### config.mk
export PLATFORM = sky130hd
export DESIGN_NAME = jcounter_seq_ctrl
export DESIGN_NICKNAME = d
export VERILOG_FILES = /design/src/rtl/jcounter_seq_ctrl.sv
export SDC_FILE = /design/constraint.sdc
export NUM_CORES = 1
export LEC_CHECK = 0
export BUFFER_PORTS_ARGS = -buffer_cell sky130_fd_sc_hd__buf_2
export CAP_MARGIN = 10
export CELL_PAD_IN_SITES_DETAIL_PLACEMENT = 0
export CELL_PAD_IN_SITES_GLOBAL_PLACEMENT = 1
export CORE_MARGIN = 2
export CORE_UTILIZATION = 46
export CTS_CLUSTER_SIZE = 20
export DETAILED_ROUTE_END_ITERATION = 8
export PLACE_DENSITY = 0.84
export SLEW_MARGIN = 10
export SYNTH_ARGS = -nofsm -noshare
export SYNTH_HDL_FRONTEND = slang
export SYNTH_SLANG_ARGS = --single-unit
### constraint.sdc
create_clock -name clk -period 2.8 [get_ports clk]
set_input_delay 0.56 -clock clk [delete_from_list [all_inputs] [get_ports clk]]
set_output_delay 0.56 -clock clk [all_outputs]
set_load 0.05 [all_outputs]
### src/rtl/jcounter_seq_ctrl.sv
// Step sequencer for a SIZE-bit Johnson ring: counted or continuous runs in either
// direction at one step per DIV clocks, with hold, stop and illegal-pattern recovery.
module jcounter_seq_ctrl #(
    parameter int SIZE = 4,
    parameter int DIV  = 4,
    parameter int CW   = 8,
    localparam int PW  = $clog2(2 * SIZE)
) (
    input  logic            clk,
    input  logic            reset,
    input  logic            start,
    input  logic            stop,
    input  logic            hold,
    input  logic            dir,
    input  logic            cont,
    input  logic [CW-1:0]   steps,
    output logic [SIZE-1:0] out,
    output logic [PW-1:0]   phase,
    output logic            busy,
    output logic            done,
    output logic            err
);

    localparam int DW = (DIV > 1) ? $clog2(DIV) : 1;
    localparam logic [PW-1:0] PHASE_MAX = PW'(2 * SIZE - 1);
    localparam logic [DW-1:0] PRE_TC    = DW'(DIV - 1);

    typedef enum logic [1:0] {
        IDLE = 2'd0,
        RUN  = 2'd1,
        HOLD = 2'd2
    } state_t;

    state_t          state;
    logic [SIZE-1:0] ring;
    logic [DW-1:0]   presc;
    logic [CW-1:0]   remaining;
    logic            dir_q;
    logic            cont_q;

    assign out = ring;

    // A Johnson code has at most one 0/1 boundary along the bit sequence.
    function automatic logic is_legal(input logic [SIZE-1:0] v);
        int edges;
        edges = 0;
        for (int i = 0; i < SIZE - 1; i++) begin
            if (v[i] != v[i+1]) edges++;
        end
        return (edges <= 1);
    endfunction

    function automatic logic [SIZE-1:0] step_fwd(input logic [SIZE-1:0] v);
        return {~v[0], v[SIZE-1:1]};
    endfunction

    function automatic logic [SIZE-1:0] step_rev(input logic [SIZE-1:0] v);
        return {v[SIZE-2:0], ~v[SIZE-1]};
    endfunction

    function automatic logic [PW-1:0] phase_fwd(input logic [PW-1:0] p);
        return (p == PHASE_MAX) ? '0 : p + PW'(1);
    endfunction

    function automatic logic [PW-1:0] phase_rev(input logic [PW-1:0] p);
        return (p == '0) ? PHASE_MAX : p - PW'(1);
    endfunction

    always_ff @(posedge clk or negedge reset) begin
        if (!reset) begin
            state     <= IDLE;
            ring      <= '0;
            phase     <= '0;
            presc     <= '0;
            remaining <= '0;
            dir_q     <= 1'b0;
            cont_q    <= 1'b0;
            busy      <= 1'b0;
            done      <= 1'b0;
            err       <= 1'b0;
        end else begin
            done <= 1'b0;
            err  <= 1'b0;
            if (!is_legal(ring)) begin
                // Corrupted ring: force back to the origin and abandon any run.
                ring      <= '0;
                phase     <= '0;
                presc     <= '0;
                remaining <= '0;
                err       <= 1'b1;
                state     <= IDLE;
                busy      <= 1'b0;
            end else begin
                unique case (state)
                    IDLE: begin
                        if (start) begin
                            dir_q     <= dir;
                            cont_q    <= cont;
                            remaining <= steps;
                            presc     <= '0;
                            if (!cont && steps == '0) begin
                                done <= 1'b1;
                            end else begin
                                state <= RUN;
                                busy  <= 1'b1;
                            end
                        end
                    end
                    RUN: begin
                        if (stop) begin
                            state     <= IDLE;
                            busy      <= 1'b0;
                            remaining <= '0;
                        end else if (hold) begin
                            state <= HOLD;
                        end else if (presc == PRE_TC) begin
                            presc <= '0;
                            ring  <= dir_q ? step_rev(ring) : step_fwd(ring);
                            phase <= dir_q ? phase_rev(phase) : phase_fwd(phase);
                            if (!cont_q) begin
                                remaining <= remaining - CW'(1);
                                if (remaining == CW'(1)) begin
                                    state <= IDLE;
                                    busy  <= 1'b0;
                                    done  <= 1'b1;
                                end
                            end
                        end else begin
                            presc <= presc + DW'(1);
                        end
                    end
                    HOLD: begin
                        if (stop) begin
                            state     <= IDLE;
                            busy      <= 1'b0;
                            remaining <= '0;
                        end else if (!hold) begin
                            state <= RUN;
                        end
                    end
                    default: begin
                        state <= IDLE;
                        busy  <= 1'b0;
                    end
                endcase
            end
        end
    end

endmodule

# Yosys cells after proc, flatten, opt, wreduce, memory -nomap -nowiden
# Index checks and enable logic that the tools add are counted.
[word_totals]
reg_bits = 24
inputBits = 15
output_inout_bits = 10
word_cells = 119
[op_classes]
addsub = 6
n_lt_le_gt_ge = 1
eq_ne = 27
muxes = 62
bitwise = 2
reduce_logical = 11
[ops]
columns = ["operator", "n"]
rows = [
  ["$mux W8", 7],
  ["$add A32 B2 Y32 const B", 1],
  ["$le A32 B2 Y1 const B", 1],
  ["$mux W2", 16],
  ["$mux W32", 1],
  ["$mux W3", 8],
  ["$mux W4", 6],
  ["$pmux W8 S3", 1],
  ["$ne A4 B4 Y1 const B", 5],
  ["$mux W1", 19],
  ["$ne A3 B3 Y1 const B", 5],
  ["$ne A5 B5 Y1 const B", 3],
  ["$reduce_and A6 Y1", 2],
  ["$eq A8 B1 Y1 const B", 1],
  ["$logic_not A8 Y1", 1],
  ["$reduce_and A4 Y1", 2],
  ["$sub A8 B1 Y8 const B", 1],
  ["$reduce_and A7 Y1", 1],
  ["$pmux W2 S3", 1],
  ["$eq A2 B2 Y1 const B", 2],
  ["$ne A2 B1 Y1 const B", 2],
  ["$ne A2 B2 Y1 const B", 2],
  ["$ne A4 B1 Y1 const B", 1],
  ["$pmux W2 S2", 1],
  ["16 further kinds", 19],
]

# Depth between registers and ports, before layout
# Gate-level depths: netlist (run 1).
[logic_depth]
ltp_word = 9
depth_mapped = 8
depth_no_buf = 6

# Least setup slack after synthesis (run 1)
# OpenSTA, ideal clock, no wires.
[synth_timing]
kind = "register -> register"
startpoint = "register ring[1], in the netlist out[1]"
endpoint = "register cont_q"
setup_time_ns = 0.125
arrival_ns = 1.981
t_required_ns = 2.675
slack_ns = 0.694
stages_incl_launch_ff = 8
n_path_buf = 1
period_less_slack_ns = 2.106
cell_sequence = "dfrtp_1 xor2_1 inv_1 ha_1 or2_2 buf_2 nand3_1 mux2_2"
[synth_via]
elab_chain_cells = 8
word_cells_on_any_way = 9
classes_between = "add/sub (2); order compare (1); eq/ne (2); mux (3); reduce/logical (1)"
[synth_rtl]
columns = ["element", "line_no", "source"]
rows = [
  ["from (decl)", "35", "logic [SIZE-1:0] ring;"],
  ["from (signal assigned)", "118", "ring <= dir_q ? step_rev(ring) : step_fwd(ring);"],
  ["$ne A1 B1 Y1", "48", "if (v[i] != v[i+1]) edges++;"],
  ["$mux W1", "48", ""],
  ["$add A1 B1 Y2", "48", ""],
  ["$mux W2 *", "48", ""],
  ["$add A32 B2 Y32", "48", ""],
  ["$mux W32 *", "48", ""],
  ["$le A32 B2 Y1 *", "50", "return (edges <= 1);"],
  ["$reduce_and A3 Y1 (no source line) *", "n/a", ""],
  ["to (signal assigned)", "98", "cont_q <= cont;"],
  ["to (decl)", "39", "logic cont_q;"],
]
# Mark *: on every way between the ends. The rest lies on a longest branch, timed or not.
# A chain may end at the register's enable or synchronous reset.

# Worst setup path after layout (run 1)
[layout_timing]
startpoint = "register ring[2], in the netlist out[2]"
endpoint = "register remaining[6]"
[layout_via]
elab_chain_cells = 7
word_cells_on_any_way = 14
classes_between = "add/sub (1); order compare (1); eq/ne (8); mux (3); reduce/logical (1)"
[layout_rtl]
columns = ["element", "line_no", "source"]
rows = [
  ["$ne A1 B1 Y1", "48", ""],
  ["$mux W2", "48", ""],
  ["$add A32 B2 Y32", "48", ""],
  ["$mux W32 *", "48", ""],
  ["$le A32 B2 Y1 *", "50", ""],
  ["$ne A4 B1 Y1 (no source line), or another cell as far along", "n/a", ""],
  ["$reduce_and A6 Y1 (no source line)", "n/a", ""],
  ["to (signal assigned)", "99", "remaining <= steps;"],
  ["to (signal assigned)", "121", "remaining <= remaining - CW'(1);"],
  ["to (decl)", "37", "logic [CW-1:0] remaining;"],
]
# Marks and branches as above.

==> results of run 1 <==
-- final cells by class --
class,instances,area share [%]
Clock buffer,3,1.21
Inverter,13,2.62
Timing Repair Buffer,25,6.84
Multi-Input combinational cell,136,52.4
Clock inverter,1,1.61
Sequential cell,24,32.2
Tap cell,46,3.09
-- logic make-up (layout without fill, tap and decap cells) --
family          Yosys count  after routing  share of synthesized area (%)
compound gates           45             45                           19.7
xor+xnor                  6              6                           3.17
fa+ha+maj                13             13                           9.82
buf+inv                  19             42                           4.68
flops                    24             24                           36.3
mux                       8              8                           4.98
simple gates             64             64                           21.4
-- sequential cells by signal, indices dropped and copies added (netlist names) --
signal / count
err: 1
busy: 1
dir_q: 1
phase: 3
state: 2
presc: 2
done: 1
cont_q: 1
remaining: 8
out: 4
-- worst min path at each step --
stage	start	cells past startpoint	slack [ps]	to
after detailed placement	busy	2	530	busy
after global routing	reset	1	230	remaining[5]
final	reset	1	190	remaining[5]
after floorplan	reset	0	260	busy
after CTS	reset	1	220	remaining[5]
after global placement	presc[1]	2	510	presc[1]
-- per-layer routing --
metal | wire, um | track usage [%]
met5 | 0 | 0
met4 | 40 | 5.16
met3 | 221 | 3.17
met2 | 1880 | 34.4
met1 | 1630 | 27.3
-- Yosys cell counts, types with 2 or more instances --
library cell	number	share of area, %
xor2_1	3	1.6
o21ai_0	6	1.8
nand2_1	6	1.4
xnor2_1	3	1.6
nor3b_1	3	1.4
nor2_1	18	4.1
a21oi_1	10	3.0
or3_1	3	1.1
a22oi_1	2	0.91
nor3_1	4	1.2
nand3_1	7	2.1
buf_2	4	1.2
mux2_2	2	1.4
o2111ai_1	2	1.1
nand2b_1	4	1.5
a221oi_1	3	1.6
mux2i_1	6	3.6
inv_1	12	2.7
a211oi_1	11	5.0
dfrtp_1	24	36
o211ai_1	2	0.91
nor2b_1	3	1.1
ha_1	13	9.8
nor4_1	4	1.5
-- report_power, final --
part           internal, mW  switching [mW]  leakage (nW)
registers             0.498           0.191         0.307
logic                 0.466           0.771         0.531
clock network         0.145           0.110        0.0279
total                  1.11            1.07         0.867
-- critical path, delay by kind of cell, from the launching register on --
family / cells / cell delay, ps
compound gates: 2 / 600
flops: 1 / 490
simple gates: 1 / 480
fa+ha+maj: 1 / 280
xor+xnor: 1 / 220
buf+inv: 1 / 60
-- stage by stage --
stage                     power, mW  hold WS, ps  std cells  worst slack, ps  instance area (um2)
final                          2.18          189        248              571                 1870
after global routing           2.39          227        248              247                 1870
after global placement         1.91          514        244              691                 1810
after CTS                      2.20          219        248              555                 1870
after floorplan                1.65          264        179              694                 1660
after detailed placement       1.94          529        244              549                 1810
==> results.txt, run 1 <==
----------------------------------------------------
[Run status]
  Run status ... completed

[CTS]
  Total of cells resized after clock tree synthesis ... 0
  Total setup buffers inserted after CTS ... 0
  Sinks on Clock Net ... 24
  Number of buffers on the longest clock path ... 2
  Number of levels the H-tree was split into ... 1
  Count of hold-fix buffers inserted at cts ... 0
  Root Buffer Master ... clkbuf_4
  Clock latency of the later-clocked register in the worst-skew pair ... 330 ps
  Total clock buffers created by CTS ... 3
  TritonCTS clock tree ... done
  Clk pin slew, worst setup/hold paths ... 150 ps

[Synth]
  Synthesized netlist cell count ... 179
  Average cell area after synthesis ... 9.25 um2
  Synthesized netlist net count ... 207
  FFs w/ async S/R, synth ... 100%
  Post-Synthesis Cell Area ... 1660 um2
  Number of different library cells in the post-synthesis netlist ... 48
  Share of synthesized area occupied by flip-flops and latches ... 36.3%
  Synth Register Bits ... 24
  Warnings from Yosys ... 0
  Primary flip-flop cell chosen by synthesis mapping ... dfrtp_1
  Number of synthesized flops with an enable pin ... 0

[Floorplanning]
  Width of the chip ... 64.0 um
  CORE AREA ... ~3400 um2
  Cell row count ... 21
  Die area ... 4100 um2
  Effective utilization at floorplan ... 48.9%
  Overall die height ... between 60 and 70 um
  Top-level I/O count ... 25

[STA]
  Maximum clock frequency ... between 400 and 500 MHz
  Post-layout min period ... 2230 ps
  RSZ-0062 raised after global routing ... false
  Final period utilization ... between 70% and 80%
  Total Negative Setup Slacks ... 0 ps
  Worst slew margin relative to its limit ... 51.1%
  Final slew viol count ... 0
  Endpoints failing setup ... 0
  Slew @ Worst Pin ... 731 ps
  Final-report hold violation count ... 0
  Clk_skew ... 16.4 ps

[Hold path]
  Worst min path class ... input port to async pin

[Setup path]
  First element of the critical path ... out[2]
  Critical path destination ... remaining[6]
  Capturing point of the worst reg2reg path ... remaining[6]
  Slowest-stage cell, CP ... dfrtp_1
  Worst r2r src ... out[2]
  Series of cell instances along the critical path ... xor2_1, inv_1, ha_1, o21ai_2, nand2_1, a211oi_1
  Class of the most critical setup path ... register to register
  CP max FO ... 20
  Worst-case reg-to-reg path depth ... 6
  Worst EP required ... 3020 ps
  Register-to-Register Setup Slack ... about 570 ps
  Worst setup EP type ... register
  Critical path launch point type ... register
  Slowest Stage Delay on Critical Path ... 490 ps
  Arrival time of data at the critical path endpoint ... 2450 ps

[GRT]
  Vias in the first global route ... 1,378
  Pin count of the biggest net entering global routing ... 25
  Global-route wire length before repair ... 6.56 mm
  All-layer global routing usage ... 20.4%
  Antenna violations before repair ... 0
  Overflow left after global routing ... 0

[Layout]
  Number of antenna cells inserted ... 0
  Area Overhead vs Synth ... 12.6%
  Storage cell area ... between 600 and 700 um2
  Post-Route Utilization ... 55.0%
  FILL cells ... 330
  Total Nets Final ... 231
  Multi-input combinational cell area ... 978 um2
  Leading cell types in the layout, fill and taps excluded ... dfrtp_1 (24), buf_2 (24), nor2_1 (18), ha_1 (13), inv_1 (12)
  Fraction of layout cells with a size suffix above 1 ... 19.3%

[Drt]
  Number of remaining DRC errors ... 0
  Aggregate routed wire length ... 3.78 mm
  Detailed-route wire length per cell ... 15.2 um
  Via Count ... 1,475
  Count of routing violations after the opening detailed-route iteration ... 107
  Length of the first detailed-routing pass in iterations ... 4
  Detail Route Antenna Nets ... 0
  Mean number of vias per cell ... approximately 5.9

[Pwr]
  Leakage power total ... 0.867 nW
  Largest vdd supply drop ... 0.783 mV
  Cell area power density ... approximately 1200 nW/um2

[Placed design]
  Last weighted congestion value of the routability-driven placer ... 0.855
  Post-DP HPWL ... ~2.8 mm
  Number of buffers inserted by port buffering ... 24

[Run]
  Max-Cap Viols ... 0

----------------------------------------------------
Note: power is estimated with default switching activity, not from simulation.
==> run 2, diff against run 1 <==
CORE_UTILIZATION = 43   (was 46)
PLACE_DENSITY = 0.79   (was 0.84)
clock period = 2.3 ns   (was 2.8 ns; I/O delays follow)
==> run 2 against run 1 <==
Sequential share of layout area is 0.74 points lower. Core utilization is 3.3 points lower. Register-to-register slack worse by 300 ps. Design area is 2.3% higher. Sequential power is 21% higher. Worst setup slack worse by 300 ps. First-iteration DRC count is 8.4% higher. Largest power group unchanged. Global-route usage is 1.5 points lower. Clock skew is 10 ps lower. Highest routed layer unchanged.
==> results.txt, run 2 (same netlist as run 1, synthesis figures left out) <==
----------------------------------------------------
[Drt]
  Detailed-route wire length per cell ... 14.8 um (-2.9%)
  Aggregate routed wire length ... 3.74 mm (-0.90%)
  Mean number of vias per cell ... 5.69 (-4.3%)
  Via Count ... 1,440 (-2.4%)
  Detail Route Antenna Nets ... 0 (unchanged)
  Count of routing violations after the opening detailed-route iteration ... 116 (+8.4%)
  Number of remaining DRC errors ... 0 (unchanged)
  Length of the first detailed-routing pass in iterations ... 4 (unchanged)

[CTS]
  Total setup buffers inserted after CTS ... 0 (unchanged)
  Root Buffer Master ... clkbuf_8
  Clock latency of the later-clocked register in the worst-skew pair ... 270 ps (-60 ps)
  TritonCTS clock tree ... done
  Clk pin slew, worst setup/hold paths ... 90 ps (-60 ps)
  Sinks on Clock Net ... 24 (unchanged)
  Count of hold-fix buffers inserted at cts ... 0 (unchanged)
  Total of cells resized after clock tree synthesis ... 0 (unchanged)
  Total clock buffers created by CTS ... 3 (unchanged)
  Number of levels the H-tree was split into ... 1 (unchanged)
  Number of buffers on the longest clock path ... 2 (unchanged)

[GRT]
  All-layer global routing usage ... 18.9% (-1.5 points)
  Antenna violations before repair ... 0 (unchanged)
  Pin count of the biggest net entering global routing ... 25 (unchanged)
  Global-route wire length before repair ... 6.41 mm (-2.2%)
  Overflow left after global routing ... 0 (unchanged)
  Vias in the first global route ... 1,443 (+4.7%)

[Layout]
  Area Overhead vs Synth ... 15.3%
  Post-Route Utilization ... 51.8% (-3.3 points)
  Max FFs per register ... 8 (unchanged)
  Number of antenna cells inserted ... 0 (unchanged)
  FILL cells ... 373 (+13%)
  Largest Register ... remaining
  Total Nets Final ... 234 (+1.3%)
  Fraction of layout cells with a size suffix above 1 ... 20.5% (+1.2 points)
  Count of non-filler cells in the finished layout ... 253 (+2.0%)
  Leading cell types in the layout, fill and taps excluded ... dfrtp_1 (24), buf_2 (24), nor2_1 (18), ha_1 (13), inv_1 (12)

[Run status]
  Run status ... completed

[Setup path]
  CP max FO ... 8 (-60%)
  Worst-case reg-to-reg path depth ... 7 (+1)
  Critical path launch point type ... register
  Class of the most critical setup path ... register to register
  Arrival time of data at the critical path endpoint ... 2210 ps (-240 ps)
  Register-to-Register Setup Slack ... 270 ps (-300 ps)
  Worst EP required ... 2470 ps (-550 ps)
  Capturing point of the worst reg2reg path ... out[1]
  Worst r2r src ... out[1]
  First element of the critical path ... out[1]
  Critical path destination ... out[1]
  Worst setup EP type ... register

[Pwr]
  Switching Fraction ... 47.9% (-1.3 points)
  Cell area power density ... 1450 nW/um2 (+24%)
  Relative contribution of the clock network to total power ... 13.5% (+1.8 points)
  Total design power ... 2.77 mW (+27%)
  Largest vdd supply drop ... 0.852 mV (+8.7%)
  Internal power summed over all cells ... 1.44 mW (+30%)
  Sequential share of power ... 30.0% (-1.6 points)
  Combinational fraction of design power ... 56.5% (-0.2 points)
  Switching component of the power ... 1.33 mW (+24%)
  Leakage power total ... 0.890 nW (+2.7%)

[STA]
  Post-Route Hold Slack ... 155 ps (-34.4 ps)
  RSZ-0062 raised after global routing ... false
  Maximum clock frequency ... 492 MHz (+9.6%)
  Post-layout min period ... 2030 ps (-195 ps)
  Clk_skew ... 6.05 ps (-10.4 ps)
  Total Negative Setup Slacks ... 0 ps (unchanged)
  Endpoints failing setup ... 0 (unchanged)
  Worst slew margin relative to its limit ... 64.2% (+13 points)
  Final slew viol count ... 0 (unchanged)
  Final-report hold violation count ... 0 (unchanged)
  Slew @ Worst Pin ... 537 ps (-194 ps)
  Final period utilization ... 88.4% (+8.8 points)

[Placed design]
  Post-DP HPWL ... 2.95 mm (+3.9%)
  Last weighted congestion value of the routability-driven placer ... 0.873 (+2.0%)
  Number of buffers inserted by port buffering ... 24 (unchanged)
  Cell Count Post-Placement ... 249 (+2.0%)

[Floorplanning]
  Width of the chip ... 66.1 um (+3.2%)
  Top-level I/O count ... 25 (unchanged)
  Die area ... 4370 um2 (+6.5%)
  Cell row count ... 22 (+4.8%)
  Effective utilization at floorplan ... 44.9% (-4.0 points)
  Overall die height ... 66.1 um (+3.2%)
  CORE AREA ... 3690 um2 (+8.8%)

[Hold path]
  Worst min path class ... input port to async pin

[Run]
  Max-Cap Viols ... 0 (unchanged)

----------------------------------------------------
-- run 2: cell count changes in the layout (fill, tap and decap cells not counted) --
cell,change
buf_4,+3
clkbuf_4,-3
clkbuf_8,+3
-- run 2: how the worst min path moves through the flow --
| stage | end | slack, ps | from | cells after the start |
|---|---|---|---|---|
| detailed placement | remaining[3] | 480 | reset | 1 |
| finish | remaining[3] | 150 | reset | 1 |
| global placement | remaining[5] | 470 | reset | 1 |
| floorplan | busy | 160 | reset | 0 |
| CTS | remaining[3] | 180 | reset | 1 |
| global route | remaining[3] | 200 | reset | 1 |
-- run 2: layout make-up --
type                            count  area (um2)  share of cell area, %
Multi-Input combinational cell    136         978                   51.2
Timing Repair Buffer               28         150                   7.86
Tap cell                           48        60.1                   3.15
Sequential cell                    24         601                   31.5
Clock buffer                        3        41.3                   2.16
Clock inverter                      1        30.0                   1.57
Inverter                           13        48.8                   2.56
-- run 2: stage by stage --
| stage | cell area (um2) | setup slack [ps] |
|---|---|---|
| finish | 1910 | 267 |
| global route | 1910 | 90.5 |
| CTS | 1910 | 246 |
| detailed placement | 1840 | 273 |
| global placement | 1840 | 358 |
| floorplan | 1660 | 194 |
-- run 2: power by group through the flow --
stage / Clock [mW] / Sequential, mW / Combinational (mW)
2_1_floorplan: 0 / 0.979 / 1.03
3_3_place_gp: 0 / 0.830 / 1.54
3_5_place_dp: 0 / 0.836 / 1.57
4_1_cts: 0.386 / 0.828 / 1.58
5_1_grt: 0.404 / 0.861 / 1.77
6_report: 0.375 / 0.831 / 1.56
-- run 2: routing by layer --
layer	vias up	part of all wire, %	global-route usage, %
li1	705	-	-
met1	700	45	24.1
met2	30	51	33.8
met3	5	3.7	2.04
met4	0	0.53	5.10
met5	-	0	0
-- run 2: critical path: stages (launching register included) --
cell      delay [ps]
dfrtp_1          460
xor2_1           220
inv_1             70
ha_1             280
o21ai_2          240
nand2_1          240
buf_4            230
a211oi_1         190
==> run 3, diff against run 2 <==
GPL_TIMING_DRIVEN = 0   (was unset)
==> run 3 against run 2 <==
Wire length increased by 3.7%. Register-to-register slack about the same. Global-route usage increased by 1.3 points. Final cell count increased by 0.79%. Highest routed layer unchanged. Total power about the same. Largest cell class unchanged. First-iteration DRC count decreased by 40%. Largest power group unchanged. Die area unchanged.
==> results.txt, run 3 (same netlist as run 1, synthesis figures left out) <==
----------------------------------------------------
[Layout]
  Commonest non-fill, non-tap cell in the layout ... buf_2
  Leading cell types in the layout, fill and taps excluded ... buf_2 (28), dfrtp_1 (24), nor2_1 (18), ha_1 (13), inv_1 (12)
  Area Overhead vs Synth ... 15.5%
  Post-Route Utilization ... 51.9% (+0.10 points)
  Number of antenna cells inserted ... 0 (unchanged)
  FILL cells ... 361 (-3.2%)
  Total Nets Final ... 236 (+0.85%)
  Fraction of layout cells with a size suffix above 1 ... 21.3% (+0.77 points)
  Max FFs per register ... 8 (unchanged)
  Largest Register ... remaining

[Placed design]
  Post-DP HPWL ... 2.91 mm (-1.4%)
  Last weighted congestion value of the routability-driven placer ... 0.861 (-1.3%)
  Number of buffers inserted by port buffering ... 24 (unchanged)

[Run status]
  Run status ... completed

[Drt]
  Aggregate routed wire length ... 3.88 mm (+3.7%)
  Mean number of vias per cell ... 5.68 (-0.23%)
  Detail Route Antenna Nets ... 0 (unchanged)
  Length of the first detailed-routing pass in iterations ... 4 (unchanged)
  Detailed-route wire length per cell ... 15.2 um (+2.9%)
  Number of remaining DRC errors ... 0 (unchanged)
  Via Count ... 1,448 (+0.56%)
  Count of routing violations after the opening detailed-route iteration ... 70 (-40%)

[Floorplanning]
  CORE AREA ... 3690 um2 (unchanged)
  Effective utilization at floorplan ... 44.9% (unchanged)
  Die area ... 4370 um2 (unchanged)
  Width of the chip ... 66.1 um (unchanged)
  Top-level I/O count ... 25 (unchanged)
  Cell row count ... 22 (unchanged)
  Overall die height ... 66.1 um (unchanged)

[CTS]
  Count of hold-fix buffers inserted at cts ... 0 (unchanged)
  Sinks on Clock Net ... 24 (unchanged)
  TritonCTS clock tree ... done
  Number of buffers on the longest clock path ... 2 (unchanged)
  Total setup buffers inserted after CTS ... 0 (unchanged)
  Clk pin slew, worst setup/hold paths ... 90 ps (about the same)
  Total clock buffers created by CTS ... 3 (unchanged)
  Clock latency of the later-clocked register in the worst-skew pair ... 270 ps (about the same)
  Number of levels the H-tree was split into ... 1 (unchanged)
  Root Buffer Master ... clkbuf_8

[STA]
  Slew @ Worst Pin ... 573 ps (+36.0 ps)
  Final-report hold violation count ... 0 (unchanged)
  Final period utilization ... 88.8% (+0.38 points)
  Worst slew margin relative to its limit ... 61.8% (-2.4 points)
  Total Negative Setup Slacks ... 0 ps (unchanged)
  Final slew viol count ... 0 (unchanged)
  RSZ-0062 raised after global routing ... false
  Maximum clock frequency ... 490 MHz (-0.43%)
  Post-layout min period ... 2040 ps (+8.83 ps)
  Endpoints failing setup ... 0 (unchanged)
  Clk_skew ... 6.11 ps (+0.0553 ps)

[GRT]
  Vias in the first global route ... 1,434 (-0.62%)
  Grt met3 use ... 2.21% (+0.17 points)
  Met2 track demand over resource ... 35.5% (+1.6 points)
  Met1 usage in global routing ... 25.6% (+1.5 points)
  Antenna violations before repair ... 0 (unchanged)
  Global-route wire length before repair ... 6.71 mm (+4.7%)
  Pin count of the biggest net entering global routing ... 25 (unchanged)
  Overflow left after global routing ... 0 (unchanged)
  Busiest layer in global routing ... met2
  All-layer global routing usage ... 20.2% (+1.3 points)

[Setup path]
  Worst-case reg-to-reg path depth ... 6 (-1)
  Worst setup EP type ... register
  Register-to-Register Setup Slack ... 260 ps (about the same)
  Critical path launch point type ... register
  Arrival time of data at the critical path endpoint ... 2220 ps (about the same)
  Class of the most critical setup path ... register to register
  Critical path destination ... remaining[0]
  Worst EP required ... 2480 ps (about the same)
  Capturing point of the worst reg2reg path ... remaining[0]
  Series of cell instances along the critical path ... inv_1, ha_1, nand2b_1, o2111ai_1, a221oi_1, a211oi_1
  First element of the critical path ... state[1]
  Worst r2r src ... state[1]
  Slowest-stage cell, CP ... o2111ai_1
  CP max FO ... 9 (+1)
  Slowest Stage Delay on Critical Path ... 560 ps (+100 ps)

[Hold path]
  Worst min path class ... input port to async pin

[Pwr]
  Largest vdd supply drop ... 0.727 mV (-15%)
  Cell area power density ... 1450 nW/um2 (-0.24%)
  Leakage power total ... 0.894 nW (+0.44%)

[Run]
  Max-Cap Viols ... 0 (unchanged)

----------------------------------------------------
[run 3: cell types whose count changed in the layout (fill, tap and decap cells not counted), sizes merged]
cell	before	now
clkbuf	3	5
[run 3: per-layer routing]
metal,wire length (um),vias up
li1,-,710
met1,1740,711
met2,1970,23
met3,121,4
met4,46,0
met5,0,-
[run 3: worst min-delay path by stage]
stage | to | slack, ps
detailed placement | remaining[4] | 480
finish | remaining[4] | 170
global route | remaining[4] | 200
global placement | remaining[4] | 480
CTS | remaining[4] | 180
floorplan | busy | 160
[run 3: timing repair]
item                                    CTS  global route
resized for setup                         0             1
endpoints found under the setup margin    0             3
endpoints found under the hold margin     0             0
[run 3: critical path: cells and delay by family (launching register included)]
family / cells / cell delay [ps]
compound gates: 3 / 920
buf+inv: 1 / 100
flops: 1 / 420
fa+ha+maj: 1 / 280
simple gates: 1 / 230
[run 3: final cells by class]
class	count	area (um2)	share of cell area (%)
buffer	6	28.8	1.50
clock buffer	3	41.3	2.16
clock inverter	1	30.0	1.57
inverter	13	48.8	2.55
multi-input combinational	136	983	51.4
sequential	24	601	31.4
tap	48	60.1	3.14
timing repair buffer	24	120	6.28
[run 3: metrics by stage]
step	total power [mW]	area [um2]	cells	setup slack, ps	hold slack, ps
2_1_floorplan	2.01	1660	179	194	164
3_3_place_gp	2.34	1840	251	211	478
3_5_place_dp	2.40	1840	251	139	482
4_1_cts	2.79	1910	255	121	180
5_1_grt	3.02	1910	255	65.9	199
6_report	2.77	1910	255	258	169
[run 3: power by group]
group          internal [mW]  leakage, nW  switching, mW  total, mW
combinational          0.595        0.551          0.984       1.58
clock                  0.233       0.0357          0.146      0.379
sequential             0.608        0.307          0.204      0.812
total                   1.44        0.894           1.33       2.77
